===== src/rtl/clint_timer_pkg.sv =====
// rtl/clint_timer_pkg.sv - shared CLINT address window, register offsets and helpers
package clint_timer_pkg;

    localparam logic [31:0] clint_base_addr = 32'h0200_0000;
    localparam logic [31:0] clint_top_addr  = 32'h0200_C000;

    // Half-period of the RTC in core clocks minus one
    localparam int unsigned clk_divider_rtc = 4;

    localparam logic [31:0] clint_msip_off     = 32'h0000_0000;
    localparam logic [31:0] clint_mtimecmp_off = 32'h0000_4000;
    localparam logic [31:0] clint_mtime_off    = 32'h0000_BFF8;

    typedef struct packed {
        logic        valid;
        logic [31:0] off;
        logic [31:0] wdata;
        logic [3:0]  wstrb;
    } clint_req_t;

    // Replace the strobed bytes of old_word with the matching bytes of new_word
    function automatic logic [31:0] byte_merge(input logic [31:0] old_word,
                                               input logic [31:0] new_word,
                                               input logic [3:0]  strb);
        logic [31:0] res;
        res = old_word;
        for (int b = 0; b < 4; b++) begin
            if (strb[b]) begin
                res[8*b +: 8] = new_word[8*b +: 8];
            end
        end
        return res;
    endfunction

endpackage


===== src/rtl/clint_timer_if.sv =====
// rtl/clint_timer_if.sv - simple valid/ready memory bus into the CLINT
interface clint_timer_if;

    logic        mem_valid;
    logic [31:0] mem_addr;
    logic [31:0] mem_wdata;
    logic [3:0]  mem_wstrb;
    logic        mem_ready;
    logic [31:0] mem_rdata;

    modport master (
        output mem_valid, mem_addr, mem_wdata, mem_wstrb,
        input  mem_ready, mem_rdata
    );

    modport slave (
        input  mem_valid, mem_addr, mem_wdata, mem_wstrb,
        output mem_ready, mem_rdata
    );

endinterface


===== src/rtl/clint_timer_rtc_divider.sv =====
// rtl/clint_timer_rtc_divider.sv - RTC level generator producing a one-cycle mtime tick
module clint_timer_rtc_divider (
    input  logic        clock,
    input  logic        reset,
    input  logic [15:0] clk_div,
    output logic        tick
);

    logic [15:0] cnt;
    logic        level;

    // Count 0..clk_div, toggling the RTC level on every wrap
    always_ff @(posedge clock) begin
        if (reset) begin
            cnt   <= 16'd0;
            level <= 1'b0;
        end else if (cnt == clk_div) begin
            cnt   <= 16'd0;
            level <= ~level;
        end else begin
            cnt <= cnt + 16'd1;
        end
    end

    // The tick marks the cycle whose closing edge takes the level from 0 to 1
    assign tick = (cnt == clk_div) && !level;

endmodule


===== src/rtl/clint_timer.sv =====
// rtl/clint_timer.sv - core-local interruptor with mtime, mtimecmp and msip
module clint_timer
    import clint_timer_pkg::*;
#(
    parameter logic [31:0] clint_base = clint_base_addr,
    parameter int unsigned clk_div    = clk_divider_rtc
) (
    input  logic               clock,
    input  logic               reset,
    clint_timer_if.slave       bus,
    output logic               clint_msip,
    output logic               clint_mtip,
    output logic [63:0]        clint_mtime
);

    localparam logic [15:0] clk_div_w = 16'(clk_div);

    clint_req_t  req;
    logic        tick;
    logic        msip;
    logic        mtip;
    logic [63:0] mtime;
    logic [63:0] mtimecmp;
    logic        ready;
    logic [31:0] rdata;

    logic        wr;
    logic        sel_msip;
    logic        sel_cmp_lo;
    logic        sel_cmp_hi;
    logic        sel_mtime_lo;
    logic        sel_mtime_hi;
    logic [31:0] rdata_next;
    logic [63:0] mtime_inc;
    logic [63:0] mtime_next;

    clint_timer_rtc_divider u_rtc_divider (
        .clock   (clock),
        .reset   (reset),
        .clk_div (clk_div_w),
        .tick    (tick)
    );

    // Register the incoming request; it is served on the following edge
    always_ff @(posedge clock) begin
        if (reset) begin
            req <= '0;
        end else begin
            req.valid <= bus.mem_valid;
            req.off   <= bus.mem_addr - clint_base;
            req.wdata <= bus.mem_wdata;
            req.wstrb <= bus.mem_wstrb;
        end
    end

    // Decode the held request against the register map
    always_comb begin
        wr           = req.valid && (req.wstrb != 4'b0000);
        sel_msip     = (req.off == clint_msip_off);
        sel_cmp_lo   = (req.off == clint_mtimecmp_off);
        sel_cmp_hi   = (req.off == clint_mtimecmp_off + 32'd4);
        sel_mtime_lo = (req.off == clint_mtime_off);
        sel_mtime_hi = (req.off == clint_mtime_off + 32'd4);
    end

    // Read mux sees register values from before this cycle's tick or write
    always_comb begin
        rdata_next = 32'd0;
        if (sel_msip) begin
            rdata_next = {31'd0, msip};
        end else if (sel_cmp_lo) begin
            rdata_next = mtimecmp[31:0];
        end else if (sel_cmp_hi) begin
            rdata_next = mtimecmp[63:32];
        end else if (sel_mtime_lo) begin
            rdata_next = mtime[31:0];
        end else if (sel_mtime_hi) begin
            rdata_next = mtime[63:32];
        end
    end

    // Next mtime: written bytes win over the tick; a low-word write blocks the carry
    always_comb begin
        mtime_inc  = mtime + {63'd0, tick};
        mtime_next = mtime_inc;
        if (wr && sel_mtime_lo) begin
            mtime_next = {mtime[63:32], byte_merge(mtime_inc[31:0], req.wdata, req.wstrb)};
        end else if (wr && sel_mtime_hi) begin
            mtime_next[63:32] = byte_merge(mtime_inc[63:32], req.wdata, req.wstrb);
        end
    end

    // Response strobe and read data, one cycle after the request is sampled
    always_ff @(posedge clock) begin
        if (reset) begin
            ready <= 1'b0;
            rdata <= 32'd0;
        end else begin
            ready <= req.valid;
            if (req.valid) begin
                rdata <= rdata_next;
            end
        end
    end

    // Architectural registers and the lagging timer compare
    always_ff @(posedge clock) begin
        if (reset) begin
            msip     <= 1'b0;
            mtime    <= 64'd0;
            mtimecmp <= 64'hFFFF_FFFF_FFFF_FFFF;
            mtip     <= 1'b0;
        end else begin
            mtime <= mtime_next;
            mtip  <= (mtime >= mtimecmp);
            if (wr && sel_msip && req.wstrb[0]) begin
                msip <= req.wdata[0];
            end
            if (wr && sel_cmp_lo) begin
                mtimecmp[31:0] <= byte_merge(mtimecmp[31:0], req.wdata, req.wstrb);
            end
            if (wr && sel_cmp_hi) begin
                mtimecmp[63:32] <= byte_merge(mtimecmp[63:32], req.wdata, req.wstrb);
            end
        end
    end

    assign bus.mem_ready = ready;
    assign bus.mem_rdata = rdata;
    assign clint_msip    = msip;
    assign clint_mtip    = mtip;
    assign clint_mtime   = mtime;

endmodule

===== src/flat_wrapper.sv =====
// flat-port wrapper written by rule: the top's interface ports become plain ports
module clint_timer_flat import clint_timer_pkg::*;
#(
    parameter logic [31:0] clint_base = clint_base_addr,
    parameter int unsigned clk_div    = clk_divider_rtc
)
  (clock, reset, clint_msip, clint_mtip, clint_mtime, bus_mem_valid, bus_mem_addr, bus_mem_wdata, bus_mem_wstrb, bus_mem_ready, bus_mem_rdata);
  clint_timer_if bus_i ();
  input  logic clock;
  input  logic reset;
  output logic clint_msip;
  output logic clint_mtip;
  output logic [63:0] clint_mtime;
  input wire logic [$bits(bus_i.mem_valid)-1:0] bus_mem_valid;
  input wire logic [$bits(bus_i.mem_addr)-1:0] bus_mem_addr;
  input wire logic [$bits(bus_i.mem_wdata)-1:0] bus_mem_wdata;
  input wire logic [$bits(bus_i.mem_wstrb)-1:0] bus_mem_wstrb;
  output wire logic [$bits(bus_i.mem_ready)-1:0] bus_mem_ready;
  output wire logic [$bits(bus_i.mem_rdata)-1:0] bus_mem_rdata;
  assign bus_i.mem_valid = bus_mem_valid;
  assign bus_i.mem_addr = bus_mem_addr;
  assign bus_i.mem_wdata = bus_mem_wdata;
  assign bus_i.mem_wstrb = bus_mem_wstrb;
  assign bus_mem_ready = bus_i.mem_ready;
  assign bus_mem_rdata = bus_i.mem_rdata;
  clint_timer #(.clint_base(clint_base), .clk_div(clk_div)) u_core (.clock(clock), .reset(reset), .bus(bus_i), .clint_msip(clint_msip), .clint_mtip(clint_mtip), .clint_mtime(clint_mtime));
endmodule

===== config.mk =====
export PLATFORM = sky130hd
export DESIGN_NAME = clint_timer_flat
export DESIGN_NICKNAME = d
export VERILOG_FILES = /design/src/rtl/clint_timer_pkg.sv /design/src/rtl/clint_timer_if.sv /design/src/rtl/clint_timer_rtc_divider.sv /design/src/rtl/clint_timer.sv /design/src/flat_wrapper.sv
export SDC_FILE = /design/constraint.sdc
export NUM_CORES = 1
export LEC_CHECK = 0
export ABC_AREA = 1
export ABC_CLOCK_PERIOD_IN_PS = 3000
export CAP_MARGIN = 30
export CORE_UTILIZATION = 57
export CTS_CLUSTER_DIAMETER = 80
export DETAILED_ROUTE_END_ITERATION = 10
export PLACE_DENSITY = 0.82
export SYNTH_ARGS = -nofsm -noshare
export SYNTH_HDL_FRONTEND = slang
export SYNTH_SLANG_ARGS = --single-unit
export TNS_END_PERCENT = 100

===== constraint.sdc =====
create_clock -name clock -period 3 [get_ports clock]
set_input_delay 0.6 -clock clock [delete_from_list [all_inputs] [get_ports clock]]
set_output_delay 0.6 -clock clock [all_outputs]
set_load 0.005 [all_outputs]

==> results of run 1 <==
state kept, by name, summed over array words and instances, names as in the netlist:
signal,count
u_core.bus.mem_rdata,32
u_core.bus.mem_ready,1
u_core.clint_msip,1
u_core.clint_mtime,64
u_core.clint_mtip,1
u_core.mtimecmp,64
u_core.req,69
u_core.u_rtc_divider.cnt,16
u_core.u_rtc_divider.level,1
layer usage:
| layer | track usage | part of all wire |
|---|---|---|
| met2 | 0.7305 | 0.46 |
| met1 | 0.5350 | 0.37 |
| met3 | 0.09774 | 0.11 |
| met4 | 0.2506 | 0.059 |
| met5 | 0 | 0.00023 |
cells in the final DEF, fill, tap and decap left out, drive strengths merged, types with 6 or more instances in the layout:
cell | synthesis | layout
nand2 | 466 | 466
inv | 285 | 286
dfxtp | 249 | 249
nor2 | 247 | 247
o21ai | 175 | 175
clkdlybuf4s50 | 0 | 168
a21oi | 160 | 160
nand3 | 118 | 118
ha | 69 | 69
o211ai | 59 | 59
nand4 | 39 | 39
buf | 28 | 39
clkbuf | 37 | 36
nor3 | 29 | 29
xor2 | 17 | 17
a211oi | 11 | 11
clkinv | 3 | 8
xnor2 | 6 | 6
bufinv | 0 | 6
final timing paths:
kind | start | to | slack [ns] | cells after the start
setup / recovery | u_core.u_rtc_divider.cnt[8] | u_core.clint_mtime[56] | 0.06 | 15
hold / removal | u_core.mtimecmp[16] | u_core.mtimecmp[16] | 0.46 | 2
setup reg to reg | u_core.u_rtc_divider.cnt[8] | u_core.clint_mtime[56] | 0.06 | 15
hold reg to reg | u_core.mtimecmp[16] | u_core.mtimecmp[16] | 0.46 | 2
per-stage QoR:
stage,cells,hold slack (ns),setup WS [ns],utilization
global placement,2488,0.4407,0.2588,0.6741
finish,2538,0.4627,0.06177,0.7181
floorplan,2027,0.4289,0.5549,-
CTS,2538,0.4678,0.1125,0.7174
global route,2538,0.4860,-0.03278,0.7181
detailed placement,2488,0.4491,0.1337,0.6741
worst max-delay path, stage by stage (launching register included):
cell	delay (ns)
dfxtp_1	0.30
inv_1	0.15
nand2_1	0.09
or3_1	0.32
nor4_2	0.27
buf_4	0.16
ha_1	0.15
nand2_2	0.12
nor3_4	0.22
nand2_1	0.22
inv_1	0.14
nand2_1	0.17
o21ai_0	0.21
nand3_1	0.10
nand2_1	0.08
a21oi_1	0.07
synthesized netlist by cell type (all sizes together) (3+ instances only):
cell / n / area share
a21oi: 160 / 0.059
o211ai: 59 / 0.032
dfxtp: 249 / 0.36
nor2: 247 / 0.075
nand3: 118 / 0.046
o21ai: 175 / 0.064
nor3b: 4 / 0.0030
nor3: 29 / 0.012
nand3b: 3 / 0.0016
xor2: 17 / 0.011
buf: 28 / 0.012
clkbuf: 37 / 0.010
ha: 69 / 0.063
nand4: 39 / 0.018
xnor2: 6 / 0.0038
o21a: 5 / 0.0027
clkinv: 3 / 0.0013
a31oi: 5 / 0.0023
nand2: 466 / 0.13
inv: 285 / 0.078
a211oi: 11 / 0.0060
or2: 5 / 0.0023
nor4: 4 / 0.0029
layout make-up:
cell class	count	share of cell area
clock buffer	36	0.04611
sequential	249	0.2949
inverter	288	0.06447
clock inverter	14	0.01421
timing repair buffer	207	0.1183
multi-input combinational	1425	0.4385
tap	319	0.02361
kinds of logic after synthesis:
family          share of synthesized area
xor+xnor                          0.01463
simple gates                       0.2929
buf+inv                            0.1008
flops                              0.3621
compound gates                     0.1668
fa+ha+maj                         0.06272
power by group:
part | total (mW) | switching (mW) | internal, mW
Combinational | 0.373 | 0.220 | 0.153
Sequential | 3.42 | 0.0580 | 3.36
Clock | 3.82 | 1.48 | 2.35
timing repair:
action / CTS / global route
setup endpoints to repair: 0 / 9
resized for setup: 0 / 4
hold endpoints to repair: 0 / 0
==> impl_metrics.py, run 1 <==
metrics = {
    "die": {
        "die_y_um": 157.4,
        "fp.dieArea_um2": 24770,
        "io_pins": 170,
        "initial_core_util": 0.5847,
        "fp-row-count": 56,
        "die_w_um": 157.4,
        "coreArea_um2": 23540,
    },
    "sta": {
        "rsz0062_at_grt": "true",
        "setup_viol": 0,
        "finalSetupTns_ns": 0,
        "slew_violations": 0,
        "skew_ns": 0.01216,
        "period_share": 0.9794,
        "worstMarginPinSlew_ns": 0.9734,
        "slew_headroom": 0.3501,
        "fmax_ghz": 0.3403,
        "fin_crit_ns": 2.938,
        "hold_viol": 0,
    },
    "worst_setup_path": {
        "critPathKind": "reg2reg",
        "end_kind": "flip-flop",
        "arrival_ns": 3.34,
        "critPathMaxFanout": 6,
        "start_kind": "flip-flop",
        "required_ns": 3.40,
    },
    "synthesis": {
        "postSynthCellCount": 2027,
        "yosys_warnings": 0,
        "synth_nets": 2167,
        "synthFlopType": "dfxtp_1",
        "yosysSeqAreaShare": 0.3621,
        "syn-cell-area_um2": 13760,
        "async_reset_ff_frac": 0,
        "synth.distinct_cells": 46,
        "syn_area_per_cell_um2": 6.791,
        "ys_seq_elements": 249,
        "synth_edf_count": 0,
    },
    "finish": {
        "antennaDiodeCount": 0,
        "ff_latch_area_um2": 4985,
        "fillers": 1805,
        "drive_gt1_frac": 0.07030,
        "stdcell_area_um2": 16910,
        "nNetsFinal": 2338,
        "multi_input_comb_area_um2": 7412,
        "area_delta_synth_final_pct": 22.82,
    },
    "routing": {
        "wl_um": 55440,
        "drt_drc_violations_left": 0,
        "wl_per_cell_um": 21.85,
        "vias_per_cell": 6.069,
        "first_pass_iters": 8,
        "postRouteAntennaNets": 0,
        "vias": 15403,
        "drtIter0Drc": 1787,
    },
    "grt": {
        "antenna_found_initial": 1,
        "grt_pass1_wl_um": 82700,
        "grt_pass1_vias": 14971,
        "grt_max_degree": 115,
        "overflow": 0,
        "grt_usage": 0.4440,
    },
    "clock_network": {
        "clk_path_buf_depth": 3,
        "post_cts_buffers": 0,
        "clock_latency_ns": 0.56,
        "numCtsBuffers": 27,
        "hold_buffers": 0,
        "htreeDepth": 1,
        "cts_sinks": 249,
        "path_clk_slew_ns": 0.07,
        "cts-root-buf": "clkbuf_16",
        "cts_tree": "done",
    },
    "run": {
        "maxCapViolations": 0,
    },
    "hold_path": {
        "min_path_type": "reg2reg",
    },
    "power": {
        "ir_drop_v": 0.0005437,
        "report.power.total_mw": 7.617,
        "p_leak_nw": 7.736,
        "p_per_area_nw_per_um2": 450.6,
    },
    "placement": {
        "port_buffers": 169,
        "gp_congestion": 1.063,
        "place_area_um2": 15870,
        "dp_hpwl_um": 38840,
    },
    "run_status": {
        "status": "finished, final reports clean",
    },
}
(Power assumes the default switching activity.)
==> inputs of run 2 (changes only) <==
Settings changed: ABC_CLOCK_PERIOD_IN_PS 3000 to 3600, CORE_UTILIZATION 57 to 61, PLACE_DENSITY 0.82 to 0.86.
Clock period 3 ns to 3.6 ns, I/O delays scaled along.
==> run 2 against run 1 <==
  * The run now ends with design-rule violations left
  * Fmax fell by 4.0%
  * Sequential share of layout area rose by 0.66 points
  * Combinational power fell by 19%
  * First-iteration DRC count rose by 3.0%
  * Flip-flop and latch count did not move
  * Critical endpoint is now u_core.clint_mtime[32]
==> impl_metrics.py, run 2 (synthesis results as in run 1) <==
metrics = {
    "worst_setup_path": {
        "cpMaxStageDelayCell": "nor4_1",
        "required_ns": 4.03,
        "start_kind": "flip-flop",
        "critPathKind": "reg2reg",
        "cp_common_cell": "nand2_1",
        "critical-path-top-delay-family": "simple AND/OR/NAND/NOR gates",
        "reg2reg_to": "u_core.clint_mtime[32]",
        "max_stage_delay_ns": 0.45,
        "arrival_ns": 3.49,
        "path_buf_inv": 1,
        "end_kind": "flip-flop",
        "ff2ff_setup_slack_ns": 0.54,
        "crit_path_cell_trace": "inv_1, nand2_1, or3_1, nor4_1, ha_1, nand2_2, nor3_4, nand2_1, nor2_1, nand2_1, o21ai_1, nand3_1, o21ai_1, a21oi_1",
        "rr_worst_depth": 14,
        "critPathMaxFanout": 6,
        "cp.depth": 14,
        "r2r_start": "u_core.u_rtc_divider.cnt[8]",
    },
    "finish": {
        "layout_commonest_cell": "nand2_1",
        "nNetsFinal": 2312,
        "fillers": 1566,
        "largest_register_ff_count": 69,
        "drive_gt1_frac": 0.05660,
        "area_delta_synth_final_pct": 20.14,
        "final_cell_mix": "450 x nand2_1, 273 x inv_1, 249 x dfxtp_1",
        "ff_latch_area_um2": 4985,
        "top_register": "u_core.req",
        "stdcell_area_um2": 16540,
        "multi_input_comb_area_um2": 7396,
        "antennaDiodeCount": 0,
    },
    "die": {
        "initial_core_util": 0.6268,
        "die_w_um": 152.2,
        "coreArea_um2": 21960,
        "die_y_um": 152.2,
        "io_pins": 170,
        "fp.dieArea_um2": 23170,
        "fp-row-count": 54,
    },
    "grt": {
        "grt_pass1_wl_um": 82970,
        "antenna_found_initial": 2,
        "grt_max_degree": 79,
        "grt_pass1_vias": 15125,
        "grt_usage": 0.4603,
        "overflow": 0,
    },
    "hold_path": {
        "min_from": "u_core.mtimecmp[15]",
        "hold_depth": 2,
        "min_path_type": "reg2reg",
        "hold_end": "u_core.mtimecmp[15]",
    },
    "run_status": {
        "failed_checks": "design-rule violations",
        "status": "complete, but fails checks",
    },
    "sta": {
        "skew_ns": 0.01144,
        "fin_crit_ns": 3.061,
        "setup_viol": 0,
        "fmax_ghz": 0.3267,
        "rsz0062_at_grt": "false",
        "finalSetupTns_ns": 0,
        "worstMarginPinSlew_ns": 0.9301,
        "period_share": 0.8503,
        "holdWs_ns": 0.4577,
        "slew_violations": 0,
        "slew_headroom": 0.3761,
        "hold_viol": 0,
    },
    "clock_network": {
        "clock_latency_ns": 0.56,
        "path_clk_slew_ns": 0.07,
        "clk_path_buf_depth": 3,
        "cts_resized": 0,
        "post_cts_buffers": 0,
        "htreeDepth": 1,
        "cts_tree": "done",
        "numCtsBuffers": 27,
        "cts_sinks": 249,
        "hold_buffers": 0,
        "cts-root-buf": "clkbuf_16",
    },
    "run": {
        "maxCapViolations": 0,
    },
    "routing": {
        "vias": 15571,
        "drtIter0Drc": 1840,
        "drt_drc_violations_left": 9,
        "wl_um": 54440,
        "first_pass_iters": 9,
        "postRouteAntennaNets": 0,
        "vias_per_cell": 6.301,
        "wl_per_cell_um": 22.03,
    },
    "placement": {
        "gp_congestion": 0.9885,
        "port_buffers": 169,
        "place_area_um2": 15630,
        "dp_hpwl_um": 37920,
    },
    "power": {
        "p_per_area_nw_per_um2": 367.9,
        "ir_drop_v": 0.0004594,
        "p_leak_nw": 7.553,
    },
}
-- run 2: through the flow --
stage                     cells  power (mW)  setup slack (ns)    util
after floorplan            2027       3.042             1.155       -
after global placement     2423       3.177            0.6751  0.7116
after detailed placement   2423       3.194            0.6017  0.7116
after CTS                  2471       6.028            0.5944  0.7531
after global routing       2471       6.187            0.2712  0.7531
final                      2471       6.084            0.5390  0.7531
-- run 2: worst register-to-register path, stage by stage (launching register included) --
cell and delay, ns:
dfxtp_1 0.30, inv_1 0.14, nand2_1 0.09, or3_1 0.31, nor4_1 0.45, ha_1 0.25
nand2_2 0.12, nor3_4 0.20, nand2_1 0.23, nor2_1 0.34, nand2_1 0.10, o21ai_1 0.13
nand3_1 0.08, o21ai_1 0.10, a21oi_1 0.08
-- run 2: final cells by class --
class                   count  share of cell area
clock buffers              35             0.04570
clock inverters            13            0.009458
inverters                 288             0.06590
multi-input cells        1425              0.4472
flip-flops and latches    249              0.3014
well taps                 280             0.02118
repair buffers            181              0.1091
-- run 2: layer usage --
layer	GRT usage	vias up	routed length, µm
li1	-	6893	-
met1	0.5501	7111	19860
met2	0.7571	1244	24350
met3	0.09869	321	6458
met4	0.2872	2	3752
met5	0	-	13
-- run 2: where the power goes --
part / total [mW] / switching [mW] / internal, mW
Combinational: 0.302 / 0.178 / 0.124
Sequential: 2.86 / 0.0519 / 2.80
Clock: 2.93 / 1.23 / 1.70
-- run 2: worst max-delay path by stage --
stage,startpoint,end
finish,u_core.u_rtc_divider.cnt[8],u_core.clint_mtime[32]
CTS,u_core.u_rtc_divider.cnt[8],u_core.clint_mtime[32]
floorplan,u_core.u_rtc_divider.cnt[8],u_core.clint_mtime[58]
detailed placement,u_core.u_rtc_divider.cnt[8],u_core.clint_mtime[32]
global placement,u_core.u_rtc_divider.cnt[8],u_core.clint_mtime[32]
global route,u_core.u_rtc_divider.cnt[4],u_core.clint_mtime[32]
